`config.mk`:
```
export PLATFORM = sky130hd
export DESIGN_NAME = updown_counter_mod
export DESIGN_NICKNAME = d
export VERILOG_FILES = /design/src/rtl/updown_counter_mod.sv
export SDC_FILE = /design/constraint.sdc
export NUM_CORES = 1
export LEC_CHECK = 0
export CORE_UTILIZATION = 37
export DETAILED_ROUTE_END_ITERATION = 8
export HOLD_SLACK_MARGIN = 0.08
export PLACE_DENSITY = 0.75
export SLEW_MARGIN = 20
export SYNTH_ARGS = -nofsm -noshare
export SYNTH_HDL_FRONTEND = slang
export SYNTH_SLANG_ARGS = --single-unit
```
`constraint.sdc`:
```
create_clock -name clk -period 5.1 [get_ports clk]
set_input_delay 0.51 -clock clk [delete_from_list [all_inputs] [get_ports clk]]
set_output_delay 0.51 -clock clk [all_outputs]
set_load 0.01 [all_outputs]
```
`src/rtl/updown_counter_mod.sv`:
```
// Parametrised up/down counter with wrap/saturate policy, load, enable and overflow strobes.
// Optional prescaler on the count enable is built when UPDOWN_PRESCALER_EN is defined.
module updown_counter_mod #(
    parameter int unsigned N         = 6,
    parameter int unsigned MODULUS   = 2 ** N,
    parameter int unsigned STEP      = 1,
    parameter bit          UP_WRAP   = 1'b1,
    parameter bit          DOWN_WRAP = 1'b0
`ifdef UPDOWN_PRESCALER_EN
    ,
    parameter int unsigned PRESCALE  = 4
`endif
) (
    input  logic         clk,
    input  logic         reset,
    input  logic         en,
    input  logic         mode,
    input  logic         load,
    input  logic [N-1:0] load_val,
    output logic [N-1:0] out,
    output logic         ovf,
    output logic         unf,
    output logic         is_max,
    output logic         is_zero
);

    localparam int unsigned W1 = N + 1;
    localparam logic [N:0] ModMax  = W1'(MODULUS - 1);
    localparam logic [N:0] ModFull = W1'(MODULUS);
    localparam logic [N:0] StepW   = W1'(STEP);

    logic [N-1:0] count_q, count_d;
    logic         ovf_q, ovf_d;
    logic         unf_q, unf_d;
    logic         step_en;
    logic [N:0]   ext;
    logic [N:0]   sum;
    logic [N-1:0] wrap_up;
    logic [N-1:0] wrap_dn;

`ifdef UPDOWN_PRESCALER_EN
    localparam int unsigned PW = $clog2(PRESCALE) + 1;
    localparam logic [PW-1:0] PreLast = PW'(PRESCALE - 1);

    logic [PW-1:0] pre_q, pre_d;

    assign step_en = en && (pre_q == PreLast);

    always_comb begin
        pre_d = pre_q;
        if (load) begin
            pre_d = '0;
        end else if (en) begin
            pre_d = (pre_q == PreLast) ? '0 : pre_q + 1'b1;
        end
    end

    always_ff @(posedge clk or negedge reset) begin
        if (!reset) begin
            pre_q <= '0;
        end else begin
            pre_q <= pre_d;
        end
    end
`else
    assign step_en = en;
`endif

    // All arithmetic is done one bit wider so the crossing test cannot alias.
    always_comb begin
        count_d = count_q;
        ovf_d   = 1'b0;
        unf_d   = 1'b0;
        ext     = {1'b0, count_q};
        sum     = ext + StepW;
        wrap_up = N'(sum - ModFull);
        wrap_dn = N'(ext + ModFull - StepW);
        if (load) begin
            count_d = ({1'b0, load_val} > ModMax) ? ModMax[N-1:0] : load_val;
        end else if (step_en) begin
            if (mode) begin
                if (sum > ModMax) begin
                    ovf_d   = 1'b1;
                    count_d = UP_WRAP ? wrap_up : ModMax[N-1:0];
                end else begin
                    count_d = sum[N-1:0];
                end
            end else begin
                if (ext < StepW) begin
                    unf_d   = 1'b1;
                    count_d = DOWN_WRAP ? wrap_dn : '0;
                end else begin
                    count_d = N'(ext - StepW);
                end
            end
        end
    end

    always_ff @(posedge clk or negedge reset) begin
        if (!reset) begin
            count_q <= '0;
            ovf_q   <= 1'b0;
            unf_q   <= 1'b0;
        end else begin
            count_q <= count_d;
            ovf_q   <= ovf_d;
            unf_q   <= unf_d;
        end
    end

    assign out     = count_q;
    assign ovf     = ovf_q;
    assign unf     = unf_q;
    assign is_max  = (count_q == ModMax[N-1:0]);
    assign is_zero = (count_q == '0);

endmodule
```
==> results.py <==
metrics = {
    "routing": {
        "drt-met1-wl_um": 722,
        "routedWlPerCell_um": 14.3,
        "remaining_drc_errors": 0,
        "route.met3.wl_um": 145,
        "drt-total-wl_mm": 1.79,
        "vias_per_cell": 5.35,
        "highest_layer": "met4",
        "dr.pass1.iters": 4,
        "initialDrtViolationCount": 12,
        "ant_nets": 0,
        "route.met2.wl_um": 887,
        "vias": 669,
    },
    "layout": {
        "area_growth_pct": 33.3,
        "regArea_um2": 200,
        "antenna_cells": 0,
        "fin_nets": 117,
        "final_layout_size_suffix_gt1_share_pct": 7.00,
        "multi_input_area_um2": 443,
        "fillers": 169,
    },
    "grt": {
        "gr-usage-all-layers_pct": 19.7,
        "antenna_found_initial": 0,
        "grt_max_degree": 17,
        "grt_pass1_wl_mm": 2.85,
        "grt_pass1_vias": 645,
        "overflow": 0,
    },
    "synthesis": {
        "syn_avg_cell_area_um2": 8.45,
        "synthAdderAreaFrac_pct": 8.78,
        "ys_warn_count": 0,
        "synth-simple-area-share_pct": 28.2,
        "synth_compound_area_share_pct": 20.8,
        "syn_inst": 81,
        "yosysUniqueCellTypes": 34,
        "synth_top_family_by_area": "simple AND/OR/NAND/NOR gates",
        "synth_xor_area_share_pct": 3.84,
        "muxShareOfSynthArea_pct": 3.11,
        "synthesis.nets": 96,
        "ys_ff_latch": 8,
        "synth_area_um2": 684,
        "yosysSeqAreaShare_pct": 29.3,
    },
    "floorplanning": {
        "chipHeight_um": 45.0,
        "die-area_um2": 2030,
        "rows": 15,
        "io_pins": 21,
        "initial_utilization_pct": 39.6,
        "core_um2": 1730,
        "die-width_um": 45.0,
    },
    "setup_path": {
        "crit_path_end_kind": "primary output",
        "cpPeakStageDelay_ns": 0.54,
        "arrival_ns": 1.93,
        "worstReg2RegStart": "out[0]",
        "crit_required_ns": 4.59,
        "path_class": "flop to primary output",
        "crit_slowest_cell": "clkdlybuf4s50_1",
        "critical_path.cell_chain": "ha_1 -> nand3_1 -> nor2_1 -> clkdlybuf4s50_1",
        "worstSetupStartpointType": "flop",
        "cp_max_fo": 9,
        "crit_start": "out[0]",
        "reg2regPathDepth": 6,
        "reg2reg_setup_slack_ns": 3.15,
    },
    "timing": {
        "maxSlewHeadroom_pct": 66.0,
        "slew_viol_final": 0,
        "rsz0062_at_grt": "no",
        "setup_tns_ns": 0,
        "period_share_pct": 47.9,
        "hold_violations": 0,
        "min_period_ns": 2.44,
        "fin_worst_skew_ns": 0.000771,
        "fmax_ghz": 0.409,
        "finalSetupViolCount": 0,
        "hold-worst-slack_ns": 0.535,
        "worst_slew_pin_slew_ns": 0.508,
    },
    "power_and_ir_drop": {
        "seq_power_share_pct": 40.3,
        "swShare_pct": 35.4,
        "p_sw_mw": 0.0750,
        "p_comb_share_pct": 35.9,
        "intPower_mw": 0.137,
        "clockPowerShare_pct": 23.8,
        "p_per_area_nw_per_um2": 232,
        "peakVddDrop_uv": 149,
        "p_leak_nw": 0.365,
    },
    "min_path": {
        "hold_class": "primary input to async pin",
    },
    "flow_run": {
        "drv_cap": 0,
    },
    "clock_tree": {
        "clock_path_buffers": 2,
        "postCtsHoldBufs": 0,
        "cts_made_buffers": 3,
        "cts_tree": "done",
        "clkLatencyLatePin_ns": 0.26,
        "h-tree-depth": 1,
        "cts_root_buf": "clkbuf_4",
        "clkTransAtPathRegs_ns": 0.06,
        "cts_setup_buffers": 0,
        "post_cts_resized": 0,
        "cts.sinks": 8,
    },
    "placed_design": {
        "gp_congestion": 0.914,
        "hpwl_mm": 1.32,
        "portBuffers": 20,
    },
    "status": {
        "status": "finished clean",
    },
}
-- cell type report --
type | instances | share of cell area [%]
repair buffers | 20 | 21.9
inverters | 4 | 1.65
multi-input cells | 65 | 48.6
flip-flops and latches | 8 | 21.9
well taps | 25 | 3.43
clock buffers | 3 | 2.47
-- power by group through the flow --
stage	logic, mW	registers, mW	clock network, mW
floorplan	0.0480	0.0820	0
global placement	0.0735	0.0854	0
detailed placement	0.0755	0.0859	0
CTS	0.0761	0.0848	0.0529
global route	0.0827	0.0863	0.0574
finish	0.0760	0.0853	0.0503
-- Yosys cell counts, drive strengths merged --
| library cell | n | area share [%] |
|---|---|---|
| nand2b | 2 | 1.8 |
| nor3 | 3 | 2.9 |
| a22oi | 1 | 1.8 |
| xnor2 | 2 | 2.6 |
| mux2i | 1 | 1.5 |
| clkbuf | 2 | 1.1 |
| buf | 2 | 2.7 |
| xor2 | 1 | 1.3 |
| and3 | 2 | 1.8 |
| nand2 | 9 | 4.9 |
| nand3 | 2 | 1.5 |
| a211oi | 1 | 1.1 |
| o21ai | 1 | 0.73 |
| nand4b | 1 | 1.3 |
| a41oi | 2 | 2.6 |
| dfrtp | 8 | 29 |
| ha | 4 | 7.3 |
| nor2 | 7 | 3.8 |
| inv | 4 | 2.2 |
| maj3 | 1 | 1.5 |
| and4 | 1 | 1.3 |
| a21oi | 7 | 5.1 |
| mux2 | 1 | 1.6 |
| nand3b | 1 | 1.1 |
| o311ai | 1 | 1.3 |
| a211o | 2 | 2.6 |
| o221ai | 1 | 1.3 |
| o31ai | 1 | 1.1 |
| o211ai | 3 | 3.3 |
| nor3b | 3 | 4.0 |
| nor2b | 4 | 3.7 |
-- registers in the layout, summed over array words and instances, names as in the netlist --
name / flops
out: 6
ovf: 1
unf: 1
-- per-stage QoR --
| stage | cells | power, mW | setup WS (ns) | utilization (%) | cell area [um2] |
|---|---|---|---|---|---|
| after floorplan | 81 | 0.130 | 3.34 | - | 684 |
| after global placement | 122 | 0.159 | 3.01 | 51.5 | 890 |
| after detailed placement | 122 | 0.161 | 2.97 | 51.5 | 890 |
| after CTS | 125 | 0.214 | 2.67 | 52.8 | 912 |
| after global routing | 125 | 0.226 | 2.52 | 52.8 | 912 |
| final | 125 | 0.212 | 2.66 | 52.8 | 912 |
-- cell usage in the layout (no fill, tap or decap), drive strengths merged, types with 2 or more instances in the layout --
cell            n
a211o           2
a21oi           7
a41oi           2
and3            2
clkbuf          3
clkdlybuf4s50  20
dfrtp           8
ha              4
inv             4
nand2           9
nand2b          2
nand3           2
nor2            7
nor2b           4
nor3            3
nor3b           3
o211ai          3
xnor2           2
-- kinds of logic (layout without fill, tap and decap cells) --
family                   count (synthesis)  after routing
AO/OA/AOI/OAI                           20             20
XOR/XNOR                                 3              3
AND/OR/NAND/NOR                         35             35
adder cells (fa/ha/maj)                  5              5
flip-flops                               8              8
multiplexers                             2              2
buffers and inverters                    8             27
-- path summary, 6_finish.rpt --
kind | end
worst max register to register | out[3]
worst max-delay path | is_max
worst min register to register | out[5]
min in group clk | out[5]
max in group asynchronous | out[0]
worst min-delay path | out[2]
-- worst max-delay path, delay by kind of cell (launching register included) --
kind	cells	cell delay (ns)
simple gates	2	0.32
flops	1	0.53
buf+inv	1	0.54
fa+ha+maj	1	0.28
-- metal layers --
layer / up-vias / GRT usage [%]
met1: 301 / 24.6
met5: - / 0
met4: 0 / 7.27
met3: 4 / 8.00
li1: 328 / -
met2: 36 / 30.4
(Power assumes the default switching activity.)
